===== config.mk =====
export PLATFORM = sky130hd
export DESIGN_NAME = simon_game_ctrl
export DESIGN_NICKNAME = d
export VERILOG_FILES = /design/src/rtl/simon_pkg.sv /design/src/rtl/simon_lfsr.sv /design/src/rtl/simon_game_ctrl.sv
export SDC_FILE = /design/constraint.sdc
export NUM_CORES = 1
export LEC_CHECK = 0
export ABC_AREA = 1
export CORE_UTILIZATION = 55
export CTS_CLUSTER_SIZE = 30
export DETAILED_ROUTE_END_ITERATION = 8
export PLACE_DENSITY = 0.89
export SLEW_MARGIN = 10
export SYNTH_ARGS = -nofsm -noshare
export SYNTH_HDL_FRONTEND = slang
export SYNTH_SLANG_ARGS = --single-unit
export TNS_END_PERCENT = 5

===== constraint.sdc =====
create_clock -name clk -period 1.9 [get_ports clk]
set_input_delay 0.475 -clock clk [delete_from_list [all_inputs] [get_ports clk]]
set_output_delay 0.475 -clock clk [all_outputs]
set_load 0.01 [all_outputs]

===== src/rtl/simon_pkg.sv =====
// Shared types and helpers for the Simon Says game sequencer.
// Latency: none, because the package holds only types, constants and a combinational helper.
// Backpressure: not applicable.
package simon_pkg;

  // Sequencer states
  typedef enum logic [2:0] {
    IDLE,
    GEN,
    SHOW_ON,
    SHOW_GAP,
    WAIT_IN,
    CHECK,
    FAIL,
    WIN
  } state_t;

  // One sequence symbol: a 2-bit code selecting one of four LEDs/switches
  typedef logic [1:0] sym_t;

  // Feedback taps for the 8-bit shift-left LFSR: bits 7, 5, 4 and 3
  localparam logic [7:0] LFSR_TAPS = 8'hB8;

  // Converts a symbol code into its one-hot LED pattern
  function automatic logic [3:0] sym2led(input sym_t s);
    sym2led = 4'b0001 << s;
  endfunction

endpackage


===== src/rtl/simon_lfsr.sv =====
// 8-bit Fibonacci LFSR (shift left), used as the symbol source; a zero seed is replaced by 8'h01.
// Latency: the new value appears one cycle after step or load; sym is lfsr[1:0] taken combinationally.
// Backpressure: none; the LFSR holds its value whenever step and load are both low.
module simon_lfsr
  import simon_pkg::*;
#(
  parameter logic [7:0] SEED = 8'hA5
) (
  input  logic clk,
  input  logic reset,
  input  logic step,
  input  logic load,
  output sym_t sym
);

  // All-zero is the lock-up state of an XOR LFSR, so it is never used as a seed
  localparam logic [7:0] SEED_EFF = (SEED == 8'h00) ? 8'h01 : SEED;

  logic [7:0] lfsr;
  logic       fb;

  assign fb  = ^(lfsr & LFSR_TAPS);
  assign sym = lfsr[1:0];

  // Shift register: reload from the seed, or advance by one step when enabled
  always_ff @(posedge clk or negedge reset) begin
    if (!reset) begin
      lfsr <= SEED_EFF;
    end else if (load) begin
      lfsr <= SEED_EFF;
    end else if (step) begin
      lfsr <= {lfsr[6:0], fb};
    end
  end

endmodule


===== src/rtl/simon_game_ctrl.sv =====
// Simon Says sequencer: grows a random sequence, plays it on the LEDs, then checks the player's entries.
// Latency: each entry is checked two cycles after its input_done rising edge (capture, then CHECK).
// Backpressure: none; input_done edges outside WAIT_IN and start pulses while busy are dropped.
// Optional feature: define SIMON_SPEEDUP_EN to halve the symbol show time every 4 levels.
module simon_game_ctrl
  import simon_pkg::*;
#(
  parameter int         MAX_LEN     = 16,
  parameter int         SHOW_CYCLES = 25_000_000,
  parameter int         GAP_CYCLES  = 12_500_000,
  parameter logic [7:0] LFSR_SEED   = 8'hA5
) (
  input  logic       clk,
  input  logic       reset,
  input  logic       on_off,
  input  logic       start,
  input  logic       input_done,
  input  logic [3:0] to_cmp,
  output logic [3:0] led_show,
  output logic       show_active,
  output logic [5:0] level,
  output logic       busy,
  output logic       game_over,
  output logic       win
);

  localparam int TMAX  = (SHOW_CYCLES > GAP_CYCLES) ? SHOW_CYCLES : GAP_CYCLES;
  localparam int TW    = $clog2(TMAX + 1);
  localparam int IW    = (MAX_LEN > 1) ? $clog2(MAX_LEN) : 1;
  localparam int DEPTH = 1 << IW;

  localparam logic [TW-1:0] SHOW_T   = TW'(SHOW_CYCLES);
  localparam logic [TW-1:0] GAP_LAST = TW'(GAP_CYCLES - 1);
  localparam logic [5:0]    MAX_L    = 6'(MAX_LEN);

  state_t        state, state_nxt;
  logic [5:0]    len, len_nxt;
  logic [5:0]    idx, idx_nxt;
  logic [TW-1:0] timer, timer_nxt;
  logic [3:0]    cmp_q, cmp_nxt;
  logic          done_prev;
  logic          seq_wr;
  logic          lfsr_step;
  sym_t          lfsr_sym;
  sym_t          seq [DEPTH];
  sym_t          cur_sym;
  logic [TW-1:0] show_time;
  logic          in_edge;
  logic          idx_last;
  logic          show_done;
  logic          gap_done;

  // Symbol source; it is never reloaded mid-game, so the seed only applies at reset
  simon_lfsr #(
    .SEED (LFSR_SEED)
  ) u_lfsr (
    .clk   (clk),
    .reset (reset),
    .step  (lfsr_step),
    .load  (1'b0),
    .sym   (lfsr_sym)
  );

  assign cur_sym  = seq[idx[IW-1:0]];
  assign in_edge  = input_done & ~done_prev;
  assign idx_last = (idx == (len - 6'd1));

  // Show time per symbol, which shrinks with level when the speed-up build option is enabled
  always_comb begin
`ifdef SIMON_SPEEDUP_EN
    show_time = SHOW_T >> len[5:2];
    if (show_time == '0) begin
      show_time = TW'(1);
    end
`else
    show_time = SHOW_T;
`endif
  end

  assign show_done = (timer == (show_time - TW'(1)));
  assign gap_done  = (timer == GAP_LAST);

  // Next-state and datapath updates; on_off low overrides everything except the LFSR step rule
  always_comb begin
    state_nxt = state;
    len_nxt   = len;
    idx_nxt   = idx;
    timer_nxt = timer;
    cmp_nxt   = cmp_q;
    seq_wr    = 1'b0;
    lfsr_step = (state == IDLE);

    case (state)
      IDLE: begin
        if (start) begin
          state_nxt = GEN;
          len_nxt   = 6'd0;
        end
      end

      GEN: begin
        seq_wr    = 1'b1;
        lfsr_step = 1'b1;
        len_nxt   = len + 6'd1;
        idx_nxt   = 6'd0;
        timer_nxt = '0;
        state_nxt = SHOW_ON;
      end

      SHOW_ON: begin
        if (show_done) begin
          timer_nxt = '0;
          state_nxt = SHOW_GAP;
        end else begin
          timer_nxt = timer + TW'(1);
        end
      end

      SHOW_GAP: begin
        if (gap_done) begin
          timer_nxt = '0;
          if (idx_last) begin
            idx_nxt   = 6'd0;
            state_nxt = WAIT_IN;
          end else begin
            idx_nxt   = idx + 6'd1;
            state_nxt = SHOW_ON;
          end
        end else begin
          timer_nxt = timer + TW'(1);
        end
      end

      WAIT_IN: begin
        if (in_edge) begin
          cmp_nxt   = to_cmp;
          state_nxt = CHECK;
        end
      end

      CHECK: begin
        // A non-one-hot or zero entry never equals a one-hot LED pattern, so it fails here too
        if (cmp_q != sym2led(cur_sym)) begin
          state_nxt = FAIL;
        end else if (idx_last) begin
          state_nxt = (len == MAX_L) ? WIN : GEN;
        end else begin
          idx_nxt   = idx + 6'd1;
          state_nxt = WAIT_IN;
        end
      end

      FAIL, WIN: begin
        if (start) begin
          state_nxt = GEN;
          len_nxt   = 6'd0;
        end
      end

      default: begin
        state_nxt = IDLE;
      end
    endcase

    if (!on_off) begin
      state_nxt = IDLE;
      len_nxt   = 6'd0;
      idx_nxt   = 6'd0;
      timer_nxt = '0;
      seq_wr    = 1'b0;
    end
  end

  // State register
  always_ff @(posedge clk or negedge reset) begin
    if (!reset) begin
      state <= IDLE;
    end else begin
      state <= state_nxt;
    end
  end

  // Datapath registers: length, index, timer, captured entry, edge history and sequence memory
  always_ff @(posedge clk or negedge reset) begin
    if (!reset) begin
      len       <= 6'd0;
      idx       <= 6'd0;
      timer     <= '0;
      cmp_q     <= 4'd0;
      done_prev <= 1'b0;
      for (int i = 0; i < DEPTH; i++) begin
        seq[i] <= '0;
      end
    end else begin
      len       <= len_nxt;
      idx       <= idx_nxt;
      timer     <= timer_nxt;
      cmp_q     <= cmp_nxt;
      done_prev <= input_done;
      if (seq_wr) begin
        seq[len[IW-1:0]] <= lfsr_sym;
      end
    end
  end

  // Outputs are decoded from the registered state, so they change together with it
  always_comb begin
    led_show    = (state == SHOW_ON) ? sym2led(cur_sym) : 4'd0;
    show_active = (state == SHOW_ON) || (state == SHOW_GAP);
    level       = len;
    busy        = !((state == IDLE) || (state == FAIL) || (state == WIN));
    game_over   = (state == FAIL);
    win         = (state == WIN);
  end

endmodule


==> summary.md <==
| Metric | Value |
|---|---|
| Outcome | finished with violations |
| Failing checks | negative setup slack |
| WL/cell | roughly 16 µm |
| Final RePlAce weighted congestion | roughly 0.97 |
| Net count, final | 793 |
| Root Buffer Master | clkbuf_8 |
| RSZ-0062 raised after global routing | yes |
| Hold Crit Class | input port to asynchronous set/reset pin |
| Power density cells | around 760 mW/mm² |
| Routed via count | around 5100 |
| Lkg Pwr | just under 0.003 µW |
| Yosys warning count | 0 |
| Crit Path Class | register to output pin |
| Max-slew headroom | between 60% and 70% |
| Initial Util | 56.4% |
| Synthesized area | between 0.004 and 0.005 mm² |
| Worst Slack Setup Final | -450 ps |
| First DRT Iteration DRCs | between 400 and 500 |
| Leading area contributor after synthesis | dfrtp_1 |
| Combinational share of power | approximately a third |
| Syn-to-layout area delta | 26.0% |
| Total CTS buffers | 9 |
| Share of layout cells above drive strength 1 | around 22% |
| Mean Syn Cell Area | between 7 and 8 µm² |
| DP Worst Slack | -397 ps |
| Int Pwr | around 3000 µW |
| Netlist cell types | 41 |
| Worst EP arrival | ~1900 ps |
| Clock Sinks | 85 |
| Initial antenna violation count | 0 |
| DRT Wirelength | 14100 µm |
| Synth Flop Type | dfrtp_1 |
| CTS tree | built |
| Crit share post-route | 124% |
| First-pass DRT Iterations | 5 |
| Pins Over Slew Limit | 0 |
| Setup-failing EPs final | 22 |
| Area share of the largest cell type after synthesis | 41.4% |
| Port-buffer cells | 22 |
| Crit end category | output pin |
| Grt total ovfl | 0 |
| Yosys reg bits | 85 |
| Worst VDD drop | approximately 0.65 mV |
| Die height | 96.4 µm |
| Clk_lat worst skew | approximately 370 ps |
| Total Routing Usage GR | around 31% |
| Most numerous cell in the Yosys netlist | nand2_1 |
| Switching pwr | between 1500 and 2000 µW |
| Crit path time final | ~2400 ps |
| Max Cap Violations | 0 |
| Worst Path Max Fanout | 6 |
| Clk slew on worst S/H paths | around 100 ps |
| Most area-consuming cells after synthesis | dfrtp_1 41%, nand2_1 14%, inv_1 6.4% |
| H-tree Lvls | 3 |
| Fraction of registers with async set/reset | 100% |
| Clk pwr share | between 20% and 30% |
| Sequential power share | roughly two fifths |
| Die ar. | between 0.009 and 0.01 mm² |
| I/O pins | 23 |
| Inserted Diodes | 0 |
| Largest net degree at the start of global routing | 35 |
| Clock skew | 14.1 ps |
| Sequential area share after synthesis | between 40% and 50% |
| Vias in the first global route | about 4800 |
| Data required, critical path | about 1400 ps |
| Fmax | 0.425 GHz |
| Setup TNS | -5460 ps |
| Worst slew pin tran | 573 ps |
| Most instantiated cells after synthesis | 187 x nand2_1, 83 x inv_1, 81 x dfrtp_1 |
| Die W | approximately 96 µm |
| Row count | 34 |
| Syn Inst Count | between 600 and 700 |
| Critical Path Source Type | register |
| First-pass GRT wire length | about 22000 µm |
| Clock buffer depth | 2 |
| Final Hold Fails | 0 |
| Antenna Nets Post-Route | 0 |
| Core area | about 0.0087 mm² |
| Syn Nets | approximately 690 |
| # DRC | 0 |
| Hpwl dp | 9550 µm |
| Post-synth EDFFs | 0 |
| Via/cell ratio | roughly 5.7 |
| Switching Fraction | around 36% |
-- worst paths after layout --
check,from,cells past startpoint,end,slack (ps)
min reg2reg,u_lfsr.lfsr[7],2,u_lfsr.lfsr[7],490
min in group clk,u_lfsr.lfsr[7],2,u_lfsr.lfsr[7],490
max reg2reg,idx[0],18,idx[3],-320
max in group asynchronous,reset,2,level[1],1240
min,reset,1,seq[25],30
max,idx[0],11,led_show[2],-450
-- cells by family after synthesis --
logic type	synth area share (%)
fa+ha+maj	1.53
flops	43.5
compound gates	11.0
xor+xnor	2.32
buf+inv	8.66
mux	0.919
simple gates	32.0
-- routing by layer --
metal	global-route usage, %	vias up	wire length (µm)
li1	-	2400	-
met1	36.8	2392	5530
met2	50.5	264	7060
met3	8.37	56	980
met4	16.1	0	533
met5	0	-	0
-- what timing repair did --
item / in CTS / in global routing
endpoints found under the hold margin: 0 / 0
setup endpoints to repair: 41 / 80
pin swaps: 8 / 9
resized for setup: 58 / 26
hold buffers: 0 / 0
setup buffers: 4 / 0
-- worst max-delay path: stages (launching register included) --
cell	delay [ps]
dfrtp_2	460
buf_6	150
nor2_4	100
nor2_1	50
o21ai_1	80
nand3_1	110
nand3_1	100
nand2_2	100
inv_2	80
nand2_2	50
nor2_1	90
buf_2	130
-- registers in the layout (all words and copies together) (netlist names) --
| name | flops |
|---|---|
| cmp_q | 4 |
| done_prev | 1 |
| idx | 6 |
| level | 6 |
| seq | 32 |
| state | 3 |
| timer | 25 |
| u_lfsr.lfsr | 8 |
-- layout by cell type, fill, tap and decap left out, drive strengths merged --
master and count:
dfrtp 81, nand3 62, inv 94, o21ai 63, o22ai 7, dlymetal6s2s 2, nand2 192, clkbuf 11
dfstp 4, nor4 1, o32ai 2, nor2 62, clkinv 3, a21oi 17, clkinvlp 3, nor3b 2
o211ai 3, dlygate4sd2 5, ha 6, a22oi 2, xnor2 5, mux2 4, a31oi 1, or2 3
buf 90, o31ai 2, o21a 1, nor3 24, o221ai 1, nand4 15, clkdlybuf4s50 7, xor2 8
-- power by group through the flow --
| stage | Sequential (µW) | Combinational, µW | Clock, µW |
|---|---|---|---|
| after global routing | 1900 | 1750 | 1310 |
| after global placement | 1920 | 1410 | 0 |
| after floorplan | 1950 | 718 | 0 |
| after CTS | 1890 | 1490 | 1220 |
| final | 1890 | 1600 | 1210 |
| after detailed placement | 1920 | 1450 | 0 |
-- final cells by class --
cell class / count / area [µm²]
flip-flops and latches: 85 / 2140
clock inverters: 5 / 36.3
inverters: 95 / 359
fillers: 627 / 2510
repair buffers: 104 / 851
well taps: 108 / 135
multi-input cells: 483 / 2510
clock buffers: 11 / 141
-- metrics by stage --
step | utilization [%] | instances | hold WS (ps) | instance area (µm²) | total power [µW]
global placement | 66.9 | 871 | 437 | 5810 | 3330
CTS | 70.2 | 891 | 35.9 | 6090 | 4600
floorplan | - | 676 | 179 | 4910 | 2670
finish | 71.1 | 891 | 25.3 | 6170 | 4710
global route | 71.1 | 891 | 47.1 | 6170 | 4960
detailed placement | 66.9 | 871 | 441 | 5810 | 3370
No activity file was read; power rests on OpenSTA's default activity.
